**src/rtl/spi_sd_master_pkg.sv**
```systemverilog
// Shared definitions for the SD-card SPI master: register map, bit positions,
// FSM states and reset constants.
package spi_sd_master_pkg;

   typedef enum logic [1:0] {
      ST_IDLE  = 2'd0,
      ST_SETUP = 2'd1,
      ST_HIGH  = 2'd2,
      ST_LOW   = 2'd3
   } spi_state_t;

   localparam logic [1:0] REG_CTRL   = 2'd0;
   localparam logic [1:0] REG_DATA   = 2'd1;
   localparam logic [1:0] REG_DIV    = 2'd2;
   localparam logic [1:0] REG_STATUS = 2'd3;

   localparam int unsigned CTRL_NSD0 = 0;
   localparam int unsigned CTRL_NSD1 = 1;
   localparam int unsigned CTRL_AUTO = 7;

   localparam logic [7:0] RX_RESET = 8'hFF;
   localparam logic [7:0] TX_AUTO  = 8'hFF;

   function automatic logic [7:0] ctrl_byte(input logic auto_en, input logic nsd1, input logic nsd0);
      return {auto_en, 5'b0, nsd1, nsd0};
   endfunction

   function automatic logic [7:0] status_byte(input logic busy, input logic ovr);
      return {busy, ovr, 6'b0};
   endfunction

endpackage

```
**src/rtl/spi_sd_master_halfper_tick.sv**
```systemverilog
// Loadable down-counter producing one tick per SCLK half period; keeps its own
// copy of the period so DIV changes only take effect at the next load.
module spi_sd_master_halfper_tick #(
   parameter int unsigned DIV_W = 8
) (
   input  logic             clk,
   input  logic             rst_n,
   input  logic             i_load,
   input  logic [DIV_W-1:0] i_period,
   input  logic             i_run,
   output logic             o_tick
);

   logic [DIV_W-1:0] r_period;
   logic [DIV_W-1:0] r_count;

   always_ff @(posedge clk or negedge rst_n) begin
      if (!rst_n) begin
         r_period <= '0;
         r_count  <= '0;
      end else if (i_load) begin
         r_period <= i_period;
         r_count  <= i_period;
      end else if (i_run) begin
         if (r_count == '0) r_count <= r_period;
         else               r_count <= r_count - DIV_W'(1);
      end
   end

   assign o_tick = i_run && (r_count == '0);

endmodule

```
**src/rtl/spi_sd_master.sv**
```systemverilog
// Byte-wide mode-0 SPI master for the SD slots: CTRL/DATA/DIV/STATUS registers,
// transfer FSM and shift registers.
module spi_sd_master
   import spi_sd_master_pkg::*;
#(
   parameter int unsigned DIV_W     = 8,
   parameter int unsigned RESET_DIV = 59
) (
   input  logic       MHZ48,
   input  logic       nRES,
   input  logic       REG_STB,
   input  logic       REG_RW,
   input  logic [1:0] REG_A,
   input  logic [7:0] REG_DI,
   output logic [7:0] REG_DO,
   output logic       SCLK,
   output logic       MOSI,
   input  logic       MISO,
   output logic       nSD0,
   output logic       nSD1,
   output logic       BUSY
);

   spi_state_t       r_state;
   logic             r_nsd0, r_nsd1, r_auto, r_ovr;
   logic             r_busy, r_sclk, r_mosi;
   logic [2:0]       r_bit;
   logic [7:0]       r_tx_sh, r_rx_sh, r_rx;
   logic [DIV_W-1:0] r_div;

   logic             w_data_acc, w_start, w_run, w_tick, w_stat_rd;
   logic [7:0]       w_tx;

   // A DATA write, or a DATA read with AUTO set, requests a transfer.
   assign w_data_acc = REG_STB && (REG_A == REG_DATA) && (!REG_RW || r_auto);
   assign w_start    = w_data_acc && (r_state == ST_IDLE);
   assign w_stat_rd  = REG_STB && REG_RW && (REG_A == REG_STATUS);
   assign w_tx       = REG_RW ? TX_AUTO : REG_DI;
   assign w_run      = (r_state != ST_IDLE);

   spi_sd_master_halfper_tick #(.DIV_W(DIV_W)) u_tick (
      .clk      (MHZ48),
      .rst_n    (nRES),
      .i_load   (w_start),
      .i_period (r_div),
      .i_run    (w_run),
      .o_tick   (w_tick)
   );

   always_ff @(posedge MHZ48 or negedge nRES) begin
      if (!nRES) begin
         r_nsd0 <= 1'b1;
         r_nsd1 <= 1'b1;
         r_auto <= 1'b0;
         r_div  <= DIV_W'(RESET_DIV);
         r_ovr  <= 1'b0;
      end else begin
         if (REG_STB && !REG_RW && (REG_A == REG_CTRL)) begin
            r_nsd0 <= REG_DI[CTRL_NSD0];
            r_nsd1 <= REG_DI[CTRL_NSD1];
            r_auto <= REG_DI[CTRL_AUTO];
         end
         if (REG_STB && !REG_RW && (REG_A == REG_DIV))
            r_div <= REG_DI[DIV_W-1:0];
         if (w_data_acc && w_run) r_ovr <= 1'b1;
         else if (w_stat_rd)      r_ovr <= 1'b0;
      end
   end

   always_ff @(posedge MHZ48 or negedge nRES) begin
      if (!nRES) begin
         r_state <= ST_IDLE;
         r_sclk  <= 1'b0;
         r_mosi  <= 1'b1;
         r_busy  <= 1'b0;
         r_bit   <= '0;
         r_tx_sh <= '0;
         r_rx_sh <= '0;
         r_rx    <= RX_RESET;
      end else begin
         case (r_state)
            ST_IDLE: begin
               if (w_start) begin
                  r_tx_sh <= w_tx;
                  r_bit   <= '0;
                  r_mosi  <= w_tx[7];
                  r_busy  <= 1'b1;
                  r_state <= ST_SETUP;
               end
            end
            ST_SETUP, ST_LOW: begin
               if (w_tick) begin
                  r_sclk  <= 1'b1;
                  r_rx_sh <= {r_rx_sh[6:0], MISO};
                  r_state <= ST_HIGH;
               end
            end
            ST_HIGH: begin
               if (w_tick) begin
                  r_sclk <= 1'b0;
                  // r_bit counts completed high phases minus one, so 7 marks the eighth.
                  if (r_bit == 3'd7) begin
                     r_rx    <= r_rx_sh;
                     r_mosi  <= 1'b1;
                     r_busy  <= 1'b0;
                     r_state <= ST_IDLE;
                  end else begin
                     r_bit   <= r_bit + 3'd1;
                     r_tx_sh <= {r_tx_sh[6:0], 1'b0};
                     r_mosi  <= r_tx_sh[6];
                     r_state <= ST_LOW;
                  end
               end
            end
            default: r_state <= ST_IDLE;
         endcase
      end
   end

   always_comb begin
      REG_DO = '0;
      case (REG_A)
         REG_CTRL:   REG_DO = ctrl_byte(r_auto, r_nsd1, r_nsd0);
         REG_DATA:   REG_DO = r_rx;
         REG_DIV:    REG_DO = 8'(r_div);
         REG_STATUS: REG_DO = status_byte(r_busy, r_ovr);
         default:    REG_DO = '0;
      endcase
   end

   assign SCLK = r_sclk;
   assign MOSI = r_mosi;
   assign nSD0 = r_nsd0;
   assign nSD1 = r_nsd1;
   assign BUSY = r_busy;

endmodule

```
**config.mk**
```make
export PLATFORM = sky130hd
export DESIGN_NAME = spi_sd_master
export DESIGN_NICKNAME = d
export VERILOG_FILES = /design/src/rtl/spi_sd_master_pkg.sv /design/src/rtl/spi_sd_master_halfper_tick.sv /design/src/rtl/spi_sd_master.sv
export SDC_FILE = /design/constraint.sdc
export NUM_CORES = 1
export LEC_CHECK = 0
export BUFFER_PORTS_ARGS = -buffer_cell sky130_fd_sc_hd__buf_2
export CAP_MARGIN = 0
export CELL_PAD_IN_SITES_DETAIL_PLACEMENT = 1
export CELL_PAD_IN_SITES_GLOBAL_PLACEMENT = 1
export CORE_MARGIN = 2
export CORE_UTILIZATION = 40
export DETAILED_ROUTE_END_ITERATION = 7
export MAX_ROUTING_LAYER = met4
export PLACE_DENSITY = 0.78
export SYNTH_ARGS = -nofsm -noshare
export SYNTH_HDL_FRONTEND = slang
export SYNTH_SLANG_ARGS = --single-unit
```
**constraint.sdc**
```tcl
create_clock -name MHZ48 -period 2.85 [get_ports MHZ48]
set_input_delay 0.57 -clock MHZ48 [delete_from_list [all_inputs] [get_ports MHZ48]]
set_output_delay 0.57 -clock MHZ48 [all_outputs]
set_load 0.01 [all_outputs]
```
==> results of run 1 <==
## final timing paths
| kind | startpoint | endpoint | slack [ns] | cells past startpoint |
|---|---|---|---|---|
| max | u_tick.r_count[0] | r_rx[2] | 0.47 | 6 |
| min | nRES | u_tick.r_count[4] | 0.37 | 2 |
| max reg2reg | u_tick.r_count[0] | r_rx[2] | 0.47 | 6 |
| min reg2reg | u_tick.r_period[5] | u_tick.r_period[5] | 0.50 | 2 |
| max in group asynchronous | nRES | r_rx_sh[5] | 1.98 | 2 |
| min in group MHZ48 | MISO | r_rx_sh[0] | 0.46 | 2 |
## area by class of cell
cell class	count	area (um2)	share of cell area, %
well taps	99	124	3.61
repair buffers	32	173	5.04
clock buffers	9	124	3.61
clock inverters	7	101	2.96
multi-input cells	170	1390	40.5
flip-flops and latches	59	1500	43.6
inverters	6	22.5	0.657
## through the flow
stage	cell area (um2)	power, mW	hold slack [ns]	cells
after CTS	3430	1.97	0.402	382
after detailed placement	3200	1.11	0.489	366
final	3430	1.95	0.365	382
after global routing	3430	2.03	0.433	382
after floorplan	2980	1.02	0.274	246
after global placement	3200	1.10	0.477	366
## power groups by stage
stage	combinational, mW	sequential [mW]	clock, mW
CTS	0.150	0.942	0.877
detailed placement	0.148	0.957	0
finish	0.146	0.939	0.864
floorplan	0.0814	0.935	0
global route	0.161	0.947	0.923
global placement	0.145	0.955	0
## layer usage
metal	track usage (%)	vias up	wire length (um)
li1	-	965	-
met1	22.7	1028	3140
met2	32.3	29	3730
met3	3.51	13	158
met4	7.69	0	153
met5	-	-	0
## critical path: stages (launching register included)
cell and delay (ns):
dfrtp_1 0.47, inv_1 0.12, ha_1 0.24, or3b_2 0.60
nor2_8 0.21, and3_4 0.33, mux2_4 0.32
## layout by cell type (no fill, tap or decap), drive strengths merged, types with 2 or more instances in the layout
cell type   n
inv         7
clkinvlp    2
and3        2
a22o        5
dfrtp      43
clkinv      2
nor2       10
nor3        5
nand2      28
mux2i      13
a21oi       7
nand3       6
nor2b       2
nor4b       2
bufinv      2
nand2b      2
clkbuf      9
o32ai       2
mux2       42
buf        32
ha          4
nor4        2
dfstp      16
o21ai      19
o31ai       2
## kinds of logic after synthesis
family          share of synthesized area (%)
compound gates                           9.67
fa+ha+maj                                1.68
mux                                      22.0
flops                                    50.3
xor+xnor                                0.294
simple gates                             12.9
buf+inv                                  3.11
## sequential cells by signal, summed over array words and instances, names as in the netlist
register / count
BUSY: 1
MOSI: 1
SCLK: 1
nSD0: 1
nSD1: 1
r_auto: 1
r_bit: 3
r_div: 8
r_ovr: 1
r_rx: 8
r_rx_sh: 8
r_state: 2
r_tx_sh: 7
u_tick.r_count: 8
u_tick.r_period: 8
==> summary.txt, run 1 <==
Status
  • Status: complete, no violations

Pwr
  • Sequential group share of total power: 48.2%
  • Combinational share of power: 7.5%
  • Leak pwr: 1.47 nW
  • Power share of the clock group: 44.3%
  • P_sw: 0.489 mW
  • PwrDens: 569 nW/um2
  • Worst vdd ir: 0.000354 V
  • Internal power: 1.46 mW
  • Switching Fraction: 25.1%

Logic synthesis
  • Dominant synthesized flop cell: dfrtp_1
  • Top cells by count, synth: dfrtp_1, mux2_2, nand2_1
  • Yosys reg bits: 59
  • Yosys warnings: 0
  • Area leader, netlist: dfrtp_1
  • Seq/Total Area, Yosys: 50.3%
  • Count leader, synth: dfrtp_1
  • Ys async rst share: 100%
  • Leading post-synthesis cells by cell area: dfrtp_1, dfstp_2, mux2_2
  • Synth Area per Inst: 12.1 um2
  • Top-area cell type share of the netlist area: 36.1%
  • EDFF count, synth: 0
  • Syn Inst Count: 246
  • Synthesized Nets: 265
  • Post-Syn Area: 2980 um2
  • Synth unique cells: 51

Die
  • Initial core utilization: 41.3%
  • Die H: 90.3 um
  • FP Rows: 31
  • Die footprint: 8150 um2
  • I/O pins: 28
  • Core box area: 7210 um2
  • Die width: 90.3 um

Global route
  • Pin count of the biggest net entering global routing: 60
  • Vias in the first global route: 2215
  • Tot GR Track Use: 19.1%
  • Total gr overflow: 0
  • Initial antenna violation count: 0
  • First-pass GRT wire length: 11700 um

Finish
  • Area Overhead vs Synth: 15.2%
  • Fill count: 806
  • Final Util: 47.5%
  • Share of cells above drive strength 1: 42.4%
  • Diode count: 0
  • Final Net Count: 297

Timing
  • Final Max Tran Viols: 0
  • Final hold vios: 0
  • Final min period: 2.38 ns
  • Peak Freq: 419 MHz
  • Final-report setup violation count: 0
  • Clock skew: 0.00941 ns
  • TNS Setup: 0 ns
  • Worst Tran Pin Value: 0.769 ns
  • Period utilisation layout: 83.7%
  • Final WS setup: 0.465 ns
  • Slew headroom: 48.0%
  • RSZ-0062 raised after global routing: no

Clock network
  • Later-pin clock latency in the skew report: 0.34 ns
  • Clk pin slew, worst setup/hold paths: 0.08 ns
  • Number of H-tree levels: 3
  • CTS tree: done
  • Post-CTS Resized: 0
  • Cts hold-fix bufs: 0
  • CTS root buf: clkbuf_8
  • Number of clock sinks: 59
  • Max clock buf depth: 2
  • Num CTS Buffers: 9
  • Post-CTS setup repair buffer count: 0

Route
  • Routed WL per cell: 18.8 um
  • Vias: 2035
  • DRT Pass-1 Iters: 4
  • Post-route antenna net violation count: 0
  • DRC violations left: 0
  • Final WL: 7180 um
  • Number of DRC markers in iteration 0: 85
  • Vias per std cell: 5.33

Placed design
  • GP Congestion: 0.828
  • Pre-CTS WS: 0.536 ns
  • Port-buffer cells: 27
  • HPWL after DPL: 5090 um

Setup path
  • CP endpoint kind: register
  • Worst Path Arrival: 2.65 ns
  • Critical Path RT: 3.11 ns
  • Setup CP Type: register to register
  • Crit path max fanout: 9
  • Startpoint types: register

Run
  • Max Cap Viol: 0

Hold path
  • HP Class: primary input to asynchronous set/reset pin
No activity file was read; power rests on OpenSTA's default activity.
==> inputs of run 2 (changes only) <==
--- a/config.mk
+++ b/config.mk
@@ -13,7 +13,7 @@
 export CORE_UTILIZATION = 40
 export DETAILED_ROUTE_END_ITERATION = 7
 export MAX_ROUTING_LAYER = met4
-export PLACE_DENSITY = 0.78
+export PLACE_DENSITY = 0.81
 export SYNTH_ARGS = -nofsm -noshare
 export SYNTH_HDL_FRONTEND = slang
 export SYNTH_SLANG_ARGS = --single-unit
==> constraint.sdc (replaced) <==
create_clock -name MHZ48 -period 1.9 [get_ports MHZ48]
set_input_delay 0.38 -clock MHZ48 [delete_from_list [all_inputs] [get_ports MHZ48]]
set_output_delay 0.38 -clock MHZ48 [all_outputs]
set_load 0.01 [all_outputs]
==> run 2 against run 1 <==
Clock-buffer cell count up 3; die area unchanged; clock skew shrank 0.0012 ns; register-to-register slack worse by 0.46 ns; via count increased by 10%; core utilization is 3.4 points higher.
==> summary.txt, run 2 (synthesized netlist as in run 1, its figures left out) <==
Pwr
  • P_sw: 0.709 mW
  • Sequential group share of total power: 49.2%
  • Switching Fraction: 24.7%
  • Combinational share of power: 8.3%
  • Worst vdd ir: 0.000453 V
  • PwrDens: 782 nW/um2
  • Leak pwr: 1.61 nW
  • Final Total Pwr: 2.87 mW
  • Internal power: 2.16 mW
  • Power share of the clock group: 42.5%

Timing
  • Worst Tran Pin Value: 0.602 ns
  • Final WS setup: 0.00692 ns
  • Final Max Tran Viols: 0
  • Period utilisation layout: 99.6%
  • Final min period: 1.89 ns
  • Final-report setup violation count: 0
  • Fin Hold WS: 0.0350 ns
  • Peak Freq: 528 MHz
  • Clock skew: 0.00822 ns
  • TNS Setup: 0 ns
  • Slew headroom: 59.3%
  • RSZ-0062 raised after global routing: yes
  • Final hold vios: 0

Placed design
  • GP Congestion: 0.889
  • Pre-CTS WS: -0.0666 ns
  • Placement Cell Area: 3410 um2
  • HPWL after DPL: 5590 um
  • Port-buffer cells: 27

Clock network
  • CTS tree: done
  • Cts hold-fix bufs: 0
  • Number of H-tree levels: 3
  • Num CTS Buffers: 9
  • Number of clock sinks: 59
  • CTS root buf: clkbuf_8
  • Clk pin slew, worst setup/hold paths: 0.07 ns
  • Later-pin clock latency in the skew report: 0.35 ns
  • Max clock buf depth: 2

Setup path
  • R2r worst-path depth: 6
  • Worst Path Arrival: 2.16 ns
  • CP top delay family: simple AND/OR/NAND/NOR gates
  • CP endpoint kind: register
  • Reg-to-Reg Start: u_tick.r_count[0]
  • CP max stage cell: or3b_4
  • Reg2reg end: r_rx[6]
  • Setup CP Type: register to register
  • Worst path cell trace: inv_2 > ha_4 > or3b_4 > nor2_8 > and3_4 > mux2_4
  • Startpoint types: register
  • Worst Path Buf+Inv: 1
  • Critical Path RT: 2.16 ns
  • Max incr delay on CP: 0.42 ns
  • Crit path max fanout: 5
  • FF-to-FF setup slack: 0.007 ns

Finish
  • Most frequent cells in the layout: dfrtp_1, mux2_2, buf_2, buf_4, nand2_1
  • Commonest non-fill, non-tap cell in the layout: dfrtp_1
  • Fill count: 780
  • Diode count: 0
  • Share of cells above drive strength 1: 49.2%
  • Area Overhead vs Synth: 23.4%
  • Final instance area: 3670 um2
  • Final Net Count: 323

Route
  • Post-route antenna net violation count: 0
  • DRT Pass-1 Iters: 4
  • Vias per std cell: 5.50
  • Routed WL per cell: 20.7 um
  • Final WL: 8460 um
  • Vias: 2243
  • Number of DRC markers in iteration 0: 59
  • DRC violations left: 0

Die
  • FP Rows: 31
  • I/O pins: 28
  • Die footprint: 8150 um2
  • Initial core utilization: 41.3%
  • Die H: 90.3 um
  • Die width: 90.3 um
  • Core box area: 7210 um2

Hold path
  • HP Class: primary input to asynchronous set/reset pin

Global route
  • First-pass GRT wire length: 13500 um
  • Vias in the first global route: 2481
  • Initial antenna violation count: 0
  • Total gr overflow: 0
  • Pin count of the biggest net entering global routing: 60
  • Tot GR Track Use: 22.4%

Run
  • Max Cap Viol: 0

Status
  • Status: complete, no violations
run 2: cell types whose count changed in the layout (fill, tap and decap cells not counted), sizes merged:
cell / change
buf: +25
clkbuf: +3
and3: +1
bufinv: -1
clkinvlp: -1
inv: -1
run 2: worst max-delay path by stage:
| stage | start | endpoint | cells after the start |
|---|---|---|---|
| after floorplan | u_tick.r_count[0] | r_rx[0] | 8 |
| after global placement | u_tick.r_count[1] | r_rx[1] | 6 |
| after detailed placement | u_tick.r_count[0] | r_rx[0] | 6 |
| after CTS | u_tick.r_count[0] | r_rx[6] | 6 |
| after global routing | u_tick.r_count[0] | r_rx[6] | 6 |
| final | u_tick.r_count[0] | r_rx[6] | 6 |
run 2: metrics by stage:
step | utilization (%) | instances
after floorplan | - | 246
after CTS | 50.5 | 406
final | 50.9 | 408
after global routing | 50.9 | 408
after global placement | 47.3 | 389
after detailed placement | 47.3 | 389
run 2: metal layers:
| layer | routed length [um] | track usage (%) | part of all wire [%] | vias to the layer above |
|---|---|---|---|---|
| met5 | 0 | - | 0 | - |
| met2 | 4380 | 37.2 | 52 | 51 |
| met3 | 346 | 4.01 | 4.1 | 16 |
| met1 | 3520 | 26.7 | 42 | 1172 |
| met4 | 216 | 10.1 | 2.6 | 0 |
| li1 | - | - | - | 1004 |
run 2: repair_timing:
item,CTS,global route
buffers inserted,0,2
pin swaps,2,5
setup endpoints to repair,22,20
cloned,1,0
gates resized for setup,4,7
run 2: cell type report:
type	count	area, um2	area share (%)
multi-input combinational	171	1430	38.9
inverter	6	22.5	0.613
clock buffer	12	165	4.50
clock inverter	4	47.5	1.29
timing repair buffer	57	389	10.6
sequential	59	1500	40.7
tap	99	124	3.37
run 2: worst reg2reg max path: cells and delay by family, from the launching register on:
family,cells,cell delay [ns]
fa+ha+maj,1,0.15
mux,1,0.34
flops,1,0.40
simple gates,3,0.84
buf+inv,1,0.09
run 2: power groups by stage:
stage | logic (mW) | registers [mW] | clock network [mW]
after global routing | 0.261 | 1.42 | 1.29
final | 0.238 | 1.41 | 1.22
after global placement | 0.227 | 1.43 | 0
after CTS | 0.242 | 1.41 | 1.24
after floorplan | 0.122 | 1.40 | 0
after detailed placement | 0.238 | 1.43 | 0
==> inputs of run 3 (changes only) <==
--- a/config.mk
+++ b/config.mk
@@ -14,6 +14,7 @@
 export DETAILED_ROUTE_END_ITERATION = 7
 export MAX_ROUTING_LAYER = met4
 export PLACE_DENSITY = 0.81
+export RECOVER_POWER = 25
 export SYNTH_ARGS = -nofsm -noshare
 export SYNTH_HDL_FRONTEND = slang
 export SYNTH_SLANG_ARGS = --single-unit
==> run 3 against run 2 <==
Routed wire length rose by 0.15%; sequential power barely moved; clock skew is 0.00064 ns higher; die area stayed put; non-clock buffer count unchanged; clock power is essentially flat; cell count unchanged; sequential cell count did not move; global-route usage is the same; critical endpoint unchanged; highest routed layer unchanged.
==> summary.txt, run 3 (synthesized netlist as in run 1, its figures left out) <==
Setup path
  • Max incr delay on CP: 0.42 ns
  • Reg-to-Reg Start: u_tick.r_count[0]
  • CP endpoint kind: register
  • R2r worst-path depth: 6
  • Startpoint types: register
  • Critical Path RT: 2.16 ns
  • FF-to-FF setup slack: 0.004 ns
  • CP max stage cell: or3b_4
  • Crit path max fanout: 5
  • Setup CP Type: register to register
  • Reg2reg end: r_rx[6]
  • Worst path cell trace: inv_2 > ha_4 > or3b_4 > nor2_8 > and3_4 > mux2_4
  • Worst Path Arrival: 2.16 ns

Finish
  • Most frequent cells in the layout: dfrtp_1, mux2_2, buf_2, buf_4, nand2_1
  • Final Net Count: 323
  • Area Overhead vs Synth: 22.9%
  • Final instance area: 3660 um2
  • Share of cells above drive strength 1: 49.2%
  • Diode count: 0
  • Non-Filler Instances: 408
  • Final Util: 50.7%
  • Commonest non-fill, non-tap cell in the layout: dfrtp_1

Global route
  • First-pass GRT wire length: 13500 um
  • Initial antenna violation count: 0
  • Vias in the first global route: 2481
  • Total gr overflow: 0
  • Pin count of the biggest net entering global routing: 60
  • Tot GR Track Use: 22.4%

Die
  • Initial core utilization: 41.3%
  • FP Rows: 31
  • Core box area: 7210 um2
  • Die H: 90.3 um
  • Die width: 90.3 um
  • I/O pins: 28
  • Die footprint: 8150 um2

Timing
  • Slew headroom: 2.36%
  • Final Max Tran Viols: 0
  • Final hold vios: 0
  • Worst Tran Pin Value: 1.46 ns
  • Clock skew: 0.00886 ns
  • Final-report setup violation count: 0
  • TNS Setup: 0 ns
  • Period utilisation layout: 99.8%
  • Peak Freq: 527 MHz
  • RSZ-0062 raised after global routing: yes
  • Final min period: 1.90 ns

Clock network
  • Num CTS Buffers: 9
  • CTS root buf: clkbuf_8
  • Max clock buf depth: 2
  • Later-pin clock latency in the skew report: 0.34 ns
  • Clk pin slew, worst setup/hold paths: 0.07 ns
  • Number of clock sinks: 59
  • Number of H-tree levels: 3
  • CTS tree: done
  • Cts hold-fix bufs: 0

Pwr
  • Power share of the clock group: 42.5%
  • Sequential group share of total power: 49.3%
  • Combinational share of power: 8.2%
  • Switching Fraction: 24.7%
  • Leak pwr: 1.61 nW
  • Internal power: 2.16 mW
  • Final Total Pwr: 2.87 mW
  • PwrDens: 784 nW/um2
  • P_sw: 0.708 mW
  • Worst vdd ir: 0.000451 V

Run
  • Max Cap Viol: 0

Route
  • Final WL: 8470 um
  • Routed WL per cell: 20.8 um
  • DRT Pass-1 Iters: 4
  • Post-route antenna net violation count: 0
  • Vias per std cell: 5.53
  • DRC violations left: 0
  • Number of DRC markers in iteration 0: 89
  • Vias: 2256

Placed design
  • Placement Cell Area: 3410 um2
  • Port-buffer cells: 27
  • HPWL after DPL: 5590 um
  • Cell count after placement: 389
  • GP Congestion: 0.889

Status
  • Status: complete, no violations

Hold path
  • Hold path depth: 2
  • Min-delay src: MISO
  • HP Class: primary input to register
  • Hold Path Sink: r_rx_sh[0]
[run 3: metal layers]
layer	routed length, um	GRT usage, %
met3	213	4.01
met1	3660	26.7
met5	0	-
met4	252	10.1
met2	4340	37.2
[run 3: power by group through the flow]
stage / logic, mW / clock network (mW) / registers (mW)
floorplan: 0.122 / 0 / 1.40
global route: 0.257 / 1.29 / 1.42
detailed placement: 0.238 / 0 / 1.43
CTS: 0.242 / 1.24 / 1.41
global placement: 0.227 / 0 / 1.43
finish: 0.234 / 1.22 / 1.41
[run 3: worst max-delay path by stage]
stage,startpoint,to,slack [ns],cells after the start
2_1_floorplan,u_tick.r_count[0],r_rx[0],-0.16,8
3_3_place_gp,u_tick.r_count[1],r_rx[1],0.007,6
3_5_place_dp,u_tick.r_count[0],r_rx[0],-0.07,6
4_1_cts,u_tick.r_count[0],r_rx[6],0.01,6
5_1_grt,u_tick.r_count[0],r_rx[6],-0.03,6
6_report,u_tick.r_count[0],r_rx[6],0.004,6
[run 3: worst max-delay path: cells and delay by family (launching register included)]
| kind | cells | cell delay, ns |
|---|---|---|
| and+or+nand+nor | 3 | 0.84 |
| buffers and inverters | 1 | 0.09 |
| DFF | 1 | 0.40 |
| adders and majority gates | 1 | 0.15 |
| muxes | 1 | 0.34 |
[run 3: layout make-up]
type	instances	area (um2)
clock buffers	12	165
clock inverters	4	47.5
fillers	782	3560
inverters	6	22.5
multi-input cells	171	1430
flip-flops and latches	59	1500
well taps	99	124
repair buffers	57	374
[run 3: stage by stage]
stage | worst slack, ns | hold slack, ns
floorplan | -0.161 | 0.0844
global placement | 0.00691 | 0.408
detailed placement | -0.0666 | 0.417
CTS | 0.0120 | 0.0478
global route | -0.0309 | 0.283
finish | 0.00366 | 0.273
[run 3: timing repair]
action | in CTS | in global routing
gates cloned | 1 | 0
resized for setup | 4 | 7
pin swaps | 2 | 5
buffers inserted | 0 | 2
setup endpoints to repair | 22 | 20
